**src/rtl/vx_tcu_drl_excep_apply_pkg.sv**
```systemverilog
// Shared TCU definitions: format IDs, FEDP exception flags and canonical
// FP32 special-value encodings used when overriding dot-product results.
package VX_tcu_pkg;

  localparam logic [2:0] TCU_FP32_ID = 3'd0;
  localparam logic [2:0] TCU_FP16_ID = 3'd1;
  localparam logic [2:0] TCU_BF16_ID = 3'd2;
  localparam logic [2:0] TCU_FP8_ID  = 3'd3;
  localparam logic [2:0] TCU_BF8_ID  = 3'd4;
  localparam logic [2:0] TCU_I32_ID  = 3'd5;
  localparam logic [2:0] TCU_I8_ID   = 3'd6;
  localparam logic [2:0] TCU_U8_ID   = 3'd7;

  localparam logic [31:0] TCU_FP32_QNAN    = 32'h7FC00000;
  localparam logic [30:0] TCU_FP32_INF_MAG = 31'h7F800000;

  typedef struct packed {
    logic sign;
    logic is_nan;
    logic is_inf;
  } fedp_excep_t;

  // True for formats whose result is floating point and thus subject to override.
  function automatic logic tcu_is_fp_fmt(input logic [2:0] fmt);
    logic is_fp;
    case (fmt)
      TCU_FP32_ID, TCU_FP16_ID, TCU_BF16_ID,
      TCU_FP8_ID, TCU_BF8_ID: is_fp = 1'b1;
      default:                is_fp = 1'b0;
    endcase
    return is_fp;
  endfunction

endpackage

```
**src/rtl/vx_tcu_drl_excep_apply_buf.sv**
```systemverilog
// Two-entry valid/ready FIFO with registered occupancy; ready on the write
// side depends only on the stored count, never on the read-side ready.
module VX_tcu_excep_buf #(
  parameter int DATA_W = 42,
  parameter int DEPTH  = 2
) (
  input  logic              clk,
  input  logic              reset,
  input  logic              in_valid,
  output logic              in_ready,
  input  logic [DATA_W-1:0] in_data,
  output logic              out_valid,
  input  logic              out_ready,
  output logic [DATA_W-1:0] out_data
);

  logic [DATA_W-1:0] mem_q [DEPTH];
  logic [DATA_W-1:0] mem_d [DEPTH];
  logic              wr_ptr_q, wr_ptr_d;
  logic              rd_ptr_q, rd_ptr_d;
  logic [1:0]        count_q, count_d;
  logic              push, pop;

  assign in_ready  = (count_q != 2'd2);
  assign out_valid = (count_q != 2'd0);
  assign out_data  = mem_q[rd_ptr_q];

  // Next-state for storage, pointers and occupancy.
  always_comb begin
    push     = in_valid & in_ready;
    pop      = out_valid & out_ready;
    mem_d    = mem_q;
    if (push) mem_d[wr_ptr_q] = in_data;
    wr_ptr_d = wr_ptr_q ^ push;
    rd_ptr_d = rd_ptr_q ^ pop;
    count_d  = count_q + {1'b0, push} - {1'b0, pop};
  end

  // Control state is reset; the payload storage is don't-care after reset.
  always_ff @(posedge clk) begin
    if (reset) begin
      wr_ptr_q <= 1'b0;
      rd_ptr_q <= 1'b0;
      count_q  <= 2'd0;
    end else begin
      wr_ptr_q <= wr_ptr_d;
      rd_ptr_q <= rd_ptr_d;
      count_q  <= count_d;
    end
  end

  // Payload register update.
  always_ff @(posedge clk) begin
    mem_q <= mem_d;
  end

endmodule

```
**src/rtl/vx_tcu_drl_excep_apply.sv**
```systemverilog
// Applies FEDP exception overrides (canonical NaN / signed infinity) to the
// raw dot-product result, buffers it with its tag, and keeps saturating
// statistics of retired NaN and infinite results.
module vx_tcu_drl_excep_apply
  import VX_tcu_pkg::*;
#(
  parameter int TAG_W = 8,
  parameter int DEPTH = 2
) (
  input  logic             clk,
  input  logic             reset,
  input  logic             valid_in,
  output logic             ready_in,
  input  logic [2:0]       fmtf,
  input  logic [31:0]      result_in,
  input  fedp_excep_t      excep_in,
  input  logic [TAG_W-1:0] tag_in,
  output logic             valid_out,
  input  logic             ready_out,
  output logic [31:0]      result_out,
  output logic [TAG_W-1:0] tag_out,
  input  logic             clr_stats,
  output logic [15:0]      nan_cnt,
  output logic [15:0]      inf_cnt
);

  localparam int ENTRY_W = 2 + TAG_W + 32;

  logic               is_fp;
  logic               nan_flag, inf_flag;
  logic [31:0]        result_fix;
  logic [ENTRY_W-1:0] entry_in, entry_out;
  logic               head_nan, head_inf;
  logic               retire;
  logic [15:0]        nan_cnt_q, nan_cnt_d;
  logic [15:0]        inf_cnt_q, inf_cnt_d;

  // Exception override; NaN takes priority and integer formats pass through.
  always_comb begin
    is_fp      = tcu_is_fp_fmt(fmtf);
    nan_flag   = is_fp & excep_in.is_nan;
    inf_flag   = is_fp & excep_in.is_inf & ~excep_in.is_nan;
    result_fix = result_in;
    if (nan_flag)      result_fix = TCU_FP32_QNAN;
    else if (inf_flag) result_fix = {excep_in.sign, TCU_FP32_INF_MAG};
    entry_in   = {nan_flag, inf_flag, tag_in, result_fix};
  end

  VX_tcu_excep_buf #(
    .DATA_W (ENTRY_W),
    .DEPTH  (DEPTH)
  ) excep_buf (
    .clk       (clk),
    .reset     (reset),
    .in_valid  (valid_in),
    .in_ready  (ready_in),
    .in_data   (entry_in),
    .out_valid (valid_out),
    .out_ready (ready_out),
    .out_data  (entry_out)
  );

  assign head_nan   = entry_out[ENTRY_W-1];
  assign head_inf   = entry_out[ENTRY_W-2];
  assign tag_out    = entry_out[32 +: TAG_W];
  assign result_out = entry_out[31:0];
  assign retire     = valid_out & ready_out;

  // Saturating retirement statistics; clear overrides a coincident increment.
  always_comb begin
    nan_cnt_d = nan_cnt_q;
    inf_cnt_d = inf_cnt_q;
    if (clr_stats) begin
      nan_cnt_d = '0;
      inf_cnt_d = '0;
    end else if (retire) begin
      if (head_nan && nan_cnt_q != '1) nan_cnt_d = nan_cnt_q + 16'd1;
      if (head_inf && inf_cnt_q != '1) inf_cnt_d = inf_cnt_q + 16'd1;
    end
  end

  // Counter registers.
  always_ff @(posedge clk) begin
    if (reset) begin
      nan_cnt_q <= '0;
      inf_cnt_q <= '0;
    end else begin
      nan_cnt_q <= nan_cnt_d;
      inf_cnt_q <= inf_cnt_d;
    end
  end

  assign nan_cnt = nan_cnt_q;
  assign inf_cnt = inf_cnt_q;

endmodule

```
**config.mk**
```make
export PLATFORM = sky130hd
export DESIGN_NAME = vx_tcu_drl_excep_apply
export DESIGN_NICKNAME = d
export VERILOG_FILES = /design/src/rtl/vx_tcu_drl_excep_apply_pkg.sv /design/src/rtl/vx_tcu_drl_excep_apply_buf.sv /design/src/rtl/vx_tcu_drl_excep_apply.sv
export SDC_FILE = /design/constraint.sdc
export NUM_CORES = 1
export LEC_CHECK = 0
export CAP_MARGIN = 0
export CORE_MARGIN = 4
export CORE_UTILIZATION = 30
export CTS_CLUSTER_DIAMETER = 150
export DETAILED_ROUTE_END_ITERATION = 8
export DONT_BUFFER_PORTS = 1
export PLACE_DENSITY_LB_ADDON = 0.25
export SLEW_MARGIN = 20
export SYNTH_ARGS = -nofsm -noshare
export SYNTH_HDL_FRONTEND = slang
export SYNTH_SLANG_ARGS = --single-unit
export TNS_END_PERCENT = 5
```
**constraint.sdc**
```tcl
create_clock -name clk -period 5.7 [get_ports clk]
set_input_delay 0.855 -clock clk [delete_from_list [all_inputs] [get_ports clk]]
set_output_delay 0.855 -clock clk [all_outputs]
set_load 0.02 [all_outputs]
```
==> flow_summary.toml, run 1 <==
[run_status]
status = "complete, no violations"

[synthesis]
synth_flop_cell = "edfxtp_1"
synth_fa_ha_area_frac = 0.01449
synth_compound_area_frac = 0.08766
synth.area.top_cells = "edfxtp_1 (49%), dfxtp_1 (14%), mux2_2 (8.9%)"
syn_nets = 461
postSynthCellCount = 404
ys_ff_latch = 120
yosys.area_share.simple = 0.1495
yosysWarnings = 0
synth-edff-count = 84
yosys.area_share.xor_xnor = 0.005071
yosysTopAreaCellShare = 0.4868
synth_cell_types = 45
synth_area_per_cell_sq_um = 12.82
yosysSeqAreaShare = 0.6259
synth_top_area_cell = "edfxtp_1"
synth.area.mux_share = 0.09684
netlist_area_sq_um = 5181
synth_top_family_by_area = "simple AND/OR/NAND/NOR gates"
ys_async_sr_fraction = 0

[timing]
slew_headroom = 0.4425
fin_ws_ns = 3.126
hold_viol_final = 0
skew_ns = 0.008200
post-route-period-util = 0.4516
rsz0062_at_grt = "false"
drv_slew = 0
fin_setup_tns_ns = 0
fmax_mhz = 388.5
min_period_ns = 2.574
tightestPinTransition_ns = 0.8332
setup_viol_count_final = 0

[hold_path]
hp-class = "in -> reg"
hp-start = "reset"
holdPathStages = 1
hold_path_end = "excep_buf.wr_ptr_q$_SDFF_PP0_"

[place]
port_buffers = 0
routabilityCongestion = 0.7510
dpl.hpwl_mm = 7.541
place_area_sq_um = 5426
dp_slack_ns = 3.018

[pwr]
p_per_area_nw_per_um2 = 454.8
p_leak_nw = 1.975
switchingPower_uw = 793.0
p_clk_frac = 0.415
ir_drop_uv = 209.3
seqPwrFrac = 0.396
p_int_mw = 1.968
combPwrFrac = 0.189
p_total_mw = 2.761
swShare = 0.2872

[run]
cap_violations = 0

[floorplanning]
ioPinCount = 125
core-area_sq_um = 16760
die_area_sq_um = 19440
start_util = 0.3091
rows = 47
die_w_microns = 139.4
dieHeight_microns = 139.4

[final_layout]
area_delta_synth_final_pct = 17.17
final_cell_area_sq_um = 6071
final_common_cell = "edfxtp_1"
fin_nets = 466
drive_above_1_share = 0.2251
fin_util = 0.3622
nFillCells = 1624
mostFrequentLayoutCells = "edfxtp_1 (84), mux2_2 (41), dfxtp_1 (35)"

[routing]
finalWirelength_mm = 11.34
drtIter0Drc = 172
vias_per_cell = 5.160
drc_errors = 0
wl_per_cell_microns = 17.61
vias = 3323
firstDrtPassIters = 4
detail-route-antenna-nets = 0

[setup_path]
reg2reg_slack_ns = 3.36
worstSetupPathType = "reg -> out"
cp-start-kind = "flop"
timing.rr.end = "inf_cnt[7]$_SDFFE_PP0P_"
worst_setup_path_end_kind = "output pin"
reg2reg_from = "excep_buf.rd_ptr_q$_SDFF_PP0_"
critPathMaxFanout = 42
cp.required_ns = 4.85
r2r_cells = 5
cp_data_arrival_time_ns = 1.72

[global_routing]
grt_remaining_overflow = 0
gr-usage-all-layers = 0.1184
antenna_found_initial = 3
grt_pass1_wl_mm = 17.99
grt_max_degree = 43
grt_pass1_vias = 3342

[cts]
cts_tree = "done"
clock_path_buffers = 2
root_buffer = "clkbuf_16"
cts_buffers = 17
clk_pin_slew_ns = 0.06
post_cts_resize_count = 0
ctsHtreeMaxLevel = 4
cts_num_sinks = 120
clk_latency_ns = 0.40
cts_setup_buffers = 0
holdBufCountCts = 0
through the flow:
step | instances | hold slack, ns
final | 644 | 0.5117
after global routing | 644 | 0.4852
after CTS | 642 | 0.4860
after detailed placement | 610 | 0.5811
after global placement | 610 | 0.5515
after floorplan | 404 | 0.5212
critical path, cell delays in order (launching register included):
cell	delay [ns]
dfxtp_2	0.33
buf_4	0.49
mux2_2	0.48
logic make-up after synthesis:
logic type | Yosys count
adders and majority gates | 6
and+or+nand+nor | 136
DFF | 120
buffers and inverters | 27
AOI/OAI and AO/OA | 67
muxes | 45
xor gates and xnor gates | 3
layer usage:
| metal | GRT usage | vias up | routed length, microns |
|---|---|---|---|
| li1 | - | 1575 | - |
| met1 | 0.1326 | 1611 | 4523 |
| met2 | 0.1835 | 123 | 5295 |
| met3 | 0.08062 | 12 | 1394 |
| met4 | 0.03399 | 2 | 118 |
| met5 | 0 | - | 7 |
area by class of cell:
cell class	instances	area, sq um	area share
antenna	2	5.005	0.0008244
tap	220	275.3	0.04534
multi-input combinational	257	1844	0.3038
inverter	9	33.78	0.005565
sequential	120	3244	0.5344
timing repair buffer	4	30.03	0.004946
clock buffer	17	425.4	0.07007
clock inverter	15	212.7	0.03504
worst max-delay path by stage:
stage	from	to	slack [ns]	depth (start not counted)
floorplan	valid_in	excep_buf.mem_q[0]$_DFFE_PP_	3.22	2
global placement	fmtf[1]	excep_buf.mem_q[48]$_DFFE_PP_	3.11	3
detailed placement	fmtf[1]	excep_buf.mem_q[1]$_DFFE_PP_	3.02	3
CTS	excep_buf.rd_ptr_q$_SDFF_PP0_	result_out[4]	3.06	2
global route	excep_buf.rd_ptr_q$_SDFF_PP0_	result_out[14]	3.03	2
finish	excep_buf.rd_ptr_q$_SDFF_PP0_	result_out[25]	3.13	2
synth_stat cells, drive strengths merged, types with 11 or more instances:
cell type	n
a21oi	19
clkbuf	16
dfxtp	36
edfxtp	84
mux2	41
nand2	23
nand3	13
nor2	13
nor2b	23
o31ai	13
or2	11
or4	15
sequential cells by signal (all words and copies together) (netlist names):
name	flops
excep_buf.mem_q	84
inf_cnt	16
nan_cnt	16
excep_buf.count_q	2
excep_buf.rd_ptr_q	1
excep_buf.wr_ptr_q	1
power by group through the flow:
| stage | combinational, mW | sequential [mW] | clock [mW] |
|---|---|---|---|
| 5_1_grt | 0.569 | 1.10 | 1.23 |
| 3_5_place_dp | 0.539 | 1.11 | 0 |
| 4_1_cts | 0.540 | 1.09 | 1.18 |
| 6_report | 0.522 | 1.09 | 1.15 |
| 2_1_floorplan | 0.439 | 1.10 | 0 |
| 3_3_place_gp | 0.534 | 1.11 | 0 |
Note: power is estimated with default switching activity, not from simulation.
==> run 2: changes to the inputs <==
- clock period: 5.7 -> 2.2 ns (I/O delays scaled with it)
==> flow_summary.toml, run 2 (same netlist as run 1, synthesis figures left out) <==
[run_status]
status = "complete, no violations"

[timing]
hold_viol_final = 0
slew_headroom = 0.6005
setup_viol_count_final = 0
drv_slew = 0
fmax_mhz = 482.5
whs_ns = 0.1086
skew_ns = 0.009347
tightestPinTransition_ns = 0.5992
post-route-period-util = 0.9420
min_period_ns = 2.072
rsz0062_at_grt = "false"

[global_routing]
grt_pass1_wl_mm = 19.12
grt_remaining_overflow = 0
gr-usage-all-layers = 0.1242
grt_pass1_vias = 3574
antenna_found_initial = 1
grt_max_degree = 41

[place]
dp_cells = 645
routabilityCongestion = 0.7973
port_buffers = 0
dpl.hpwl_mm = 8.267

[final_layout]
multi_input_area_sq_um = 1843
regMostFlops = "excep_buf.mem_q"
nFillCells = 1611
fin_util = 0.3789
largest_reg_flops = 84
seq_area_sq_um = 3244
final_common_cell = "edfxtp_1"
drive_above_1_share = 0.2645
mostFrequentLayoutCells = "edfxtp_1 (84), mux2_2 (41), buf_4 (37)"
final_cells = 686
area_delta_synth_final_pct = 22.58
fin_nets = 510

[cts]
clk_latency_ns = 0.40
clk_pin_slew_ns = 0.05
clock_path_buffers = 2
cts_num_sinks = 120
cts_tree = "done"
ctsHtreeMaxLevel = 4
cts_buffers = 17
root_buffer = "clkbuf_16"
cts_setup_buffers = 0

[routing]
wl_per_cell_microns = 17.24
drc_errors = 0
drtIter0Drc = 158
finalWirelength_mm = 11.83
firstDrtPassIters = 4
detail-route-antenna-nets = 0
vias = 3509
vias_per_cell = 5.115

[floorplanning]
die_area_sq_um = 19440
start_util = 0.3091
core-area_sq_um = 16760
die_w_microns = 139.4
ioPinCount = 125
dieHeight_microns = 139.4
rows = 47

[pwr]
ir_drop_uv = 547.4
swShare = 0.2853
p_int_mw = 4.883
p_per_area_nw_per_um2 = 1076
p_leak_nw = 2.154
switchingPower_mw = 1.950
seqPwrFrac = 0.415
combPwrFrac = 0.210
p_clk_frac = 0.375

[run]
cap_violations = 0

[setup_path]
critPathMaxFanout = 40
worstSetupPathType = "reg -> out"
worst_setup_path_end_kind = "output pin"
cp.required_ns = 1.87
cp_data_arrival_time_ns = 1.74
cp-start-kind = "flop"

[hold_path]
hp-class = "in -> reg"
## run 2: final cells by class
class | instances | area share
Antenna cell | 1 | 0.0003940
Tap cell | 220 | 0.04334
Sequential cell | 120 | 0.5108
Timing Repair Buffer | 48 | 0.06422
Clock buffer | 20 | 0.06875
Inverter | 9 | 0.005319
Clock inverter | 11 | 0.01694
Multi-Input combinational cell | 257 | 0.2902
## run 2: worst max-delay path, cell delays in order, from the launching register on
cell	delay, ns
dfxtp_2	0.36
buf_4	0.49
mux2_2	0.48
## run 2: per-stage QoR
stage                     cell area [sq um]  worst slack [ns]  TNS [ns]  total power [mW]
after floorplan                        5181          -0.01217    -1.022             3.994
after global placement                 5714            0.2473         0             4.318
after detailed placement               5714            0.1850         0             4.339
final                                  6351            0.1275         0             6.833
after global routing                   6351          0.007444         0             7.185
after CTS                              6349           0.05476         0             6.962
## run 2: path summary, 6_finish.rpt
| check | cells past startpoint | slack, ns | startpoint | endpoint |
|---|---|---|---|---|
| worst max-delay path | 2 | 0.13 | excep_buf.rd_ptr_q$_SDFF_PP0_ | result_out[1] |
| worst min-delay path | 2 | 0.11 | reset | nan_cnt[14]$_SDFFE_PP0P_ |
| worst max register to register | 4 | 0.18 | excep_buf.count_q[1]$_SDFF_PP0_ | nan_cnt[9]$_SDFFE_PP0P_ |
| worst min register to register | 2 | 0.52 | nan_cnt[1]$_SDFFE_PP0P_ | nan_cnt[1]$_SDFFE_PP0P_ |
## run 2: power groups by stage
stage               combinational, mW  clock (mW)  sequential [mW]
finish                           1.44        2.56             2.83
CTS                              1.48        2.65             2.84
floorplan                        1.14           0             2.86
detailed placement               1.46           0             2.88
global route                     1.56        2.77             2.86
global placement                 1.45           0             2.87
## run 2: timing repair
action,in CTS,in global routing
setup endpoints to repair,0,0
hold buffers,9,0
gates resized for setup,0,0
endpoints found under the hold margin,20,0
## run 2: per-layer routing
metal / wire length [microns] / up-vias / part of all wire / GRT usage
li1: - / 1663 / - / -
met1: 4992 / 1717 / 0.42 / 0.1474
met2: 5492 / 119 / 0.46 / 0.1921
met3: 1230 / 10 / 0.10 / 0.06964
met4: 110 / 0 / 0.0093 / 0.03913
met5: 0 / - / 0 / 0
==> run 3: changes to the inputs <==
- MAX_ROUTING_LAYER: default -> met4
- REMOVE_ABC_BUFFERS: default -> 1
- SETUP_SLACK_MARGIN: default -> 0.05
==> flow_summary.toml, run 3 (same netlist as run 1, synthesis figures left out) <==
[final_layout]
final_cells = 690
drive_above_1_share = 0.2702
regMostFlops = "excep_buf.mem_q"
mostFrequentLayoutCells = "edfxtp_1 (84), mux2_2 (41), buf_4 (41)"
n_antenna_cell = 0
largest_reg_flops = 84
final_cell_area_sq_um = 6376
final_common_cell = "edfxtp_1"
nFillCells = 1601
fin_nets = 514
fin_util = 0.3804
area_delta_synth_final_pct = 23.06

[pwr]
seqPwrFrac = 0.416
switchingPower_mw = 1.984
p_int_mw = 4.795
swShare = 0.2926
p_per_area_nw_per_um2 = 1063
p_leak_nw = 2.167
p_clk_frac = 0.371
ir_drop_uv = 506.9
combPwrFrac = 0.212
p_total_mw = 6.779

[floorplanning]
die_area_sq_um = 19440
die_w_microns = 139.4
core-area_sq_um = 16760
rows = 47
dieHeight_microns = 139.4
start_util = 0.3091
ioPinCount = 125

[setup_path]
slowest_stage = "mux2_2"
worst_setup_path_end_kind = "output pin"
cp_data_arrival_time_ns = 1.69
max_stage_delay_ns = 0.47
critPathMaxFanout = 37
path_cells = "buf_4 -> mux2_2"
worstSetupPathType = "reg -> out"
cp_top_family = "multiplexers"
critPathBufInv = 1
cp-start-kind = "flop"
cp.required_ns = 1.87

[timing]
min_period_ns = 2.021
fin_ws_ns = 0.1792
setup_viol_count_final = 0
hold_viol_final = 0
tightestPinTransition_ns = 0.5790
slew_headroom = 0.6140
whs_ns = 0.09494
rsz0062_at_grt = "false"
drv_slew = 0
post-route-period-util = 0.9186
fin_setup_tns_ns = 0
skew_ns = 0.009056
fmax_mhz = 494.8

[cts]
clk_pin_slew_ns = 0.05
cts_buffers = 17
cts_tree = "done"
cts_num_sinks = 120
ctsHtreeMaxLevel = 4
clk_latency_ns = 0.41
post_cts_resize_count = 0
clock_path_buffers = 2
root_buffer = "clkbuf_16"

[place]
dp_slack_ns = 0.2498
dp_cells = 649
routabilityCongestion = 0.8179
port_buffers = 0
dpl.hpwl_mm = 8.254
place_area_sq_um = 5744

[run]
cap_violations = 0

[routing]
vias = 3474
firstDrtPassIters = 4
drc_errors = 0
drtIter0Drc = 216
detail-route-antenna-nets = 0
wl_per_cell_microns = 17.15
vias_per_cell = 5.035
finalWirelength_mm = 11.83

[global_routing]
grt_max_degree = 43
grt_pass1_wl_mm = 18.67
grt_remaining_overflow = 0
gr-usage-all-layers = 0.1250
antenna_found_initial = 0
grt_pass1_vias = 3543

[hold_path]
hp-class = "in -> reg"

[run_status]
status = "complete, no violations"
-- run 3: changes by cell type in the layout (fill, tap and decap cells not counted), sizes merged --
cell,previous run,this run
buf,39,43
clkinv,8,10
diode,1,0
bufinv,2,1
-- run 3: final cells by class --
type | count | area (sq um) | share of cell area
Multi-Input combinational cell | 257 | 1843 | 0.2891
Clock buffer | 20 | 436.7 | 0.06849
Timing Repair Buffer | 52 | 437.9 | 0.06868
Clock inverter | 12 | 105.1 | 0.01648
Inverter | 9 | 33.78 | 0.005298
Tap cell | 220 | 275.3 | 0.04317
Sequential cell | 120 | 3244 | 0.5088
-- run 3: power groups by stage --
stage | clock (mW) | sequential [mW] | combinational (mW)
finish | 2.52 | 2.82 | 1.44
global route | 2.70 | 2.85 | 1.55
CTS | 2.60 | 2.83 | 1.49
detailed placement | 0 | 2.87 | 1.46
global placement | 0 | 2.86 | 1.45
floorplan | 0 | 2.94 | 1.04
-- run 3: worst register-to-register path, delay by kind of cell (launching register included) --
kind / cells / cell delay, ns
and+or+nand+nor: 2 / 1.23
DFF: 1 / 0.38
AOI/OAI and AO/OA: 2 / 0.28
-- run 3: final timing paths --
kind                                                  to  cells past startpoint                       startpoint  slack [ns]
worst min-delay path            nan_cnt[14]$_SDFFE_PP0P_                      2                            reset        0.09
worst min register to register   inf_cnt[6]$_SDFFE_PP0P_                      2          inf_cnt[5]$_SDFFE_PP0P_        0.52
worst max-delay path                      result_out[23]                      2    excep_buf.rd_ptr_q$_SDFF_PP0_        0.18
worst max register to register   nan_cnt[9]$_SDFFE_PP0P_                      4  excep_buf.count_q[1]$_SDFF_PP0_        0.24
-- run 3: metal layers --
metal / part of all wire / GRT usage
met5: 0 / -
met4: 0.021 / 0.05664
met3: 0.041 / 0.02847
met2: 0.51 / 0.2076
met1: 0.43 / 0.1444
-- run 3: repair_timing --
action | in CTS | in global routing
buffers inserted | 0 | 0
hold buffers | 9 | 0
hold endpoints to repair | 20 | 0
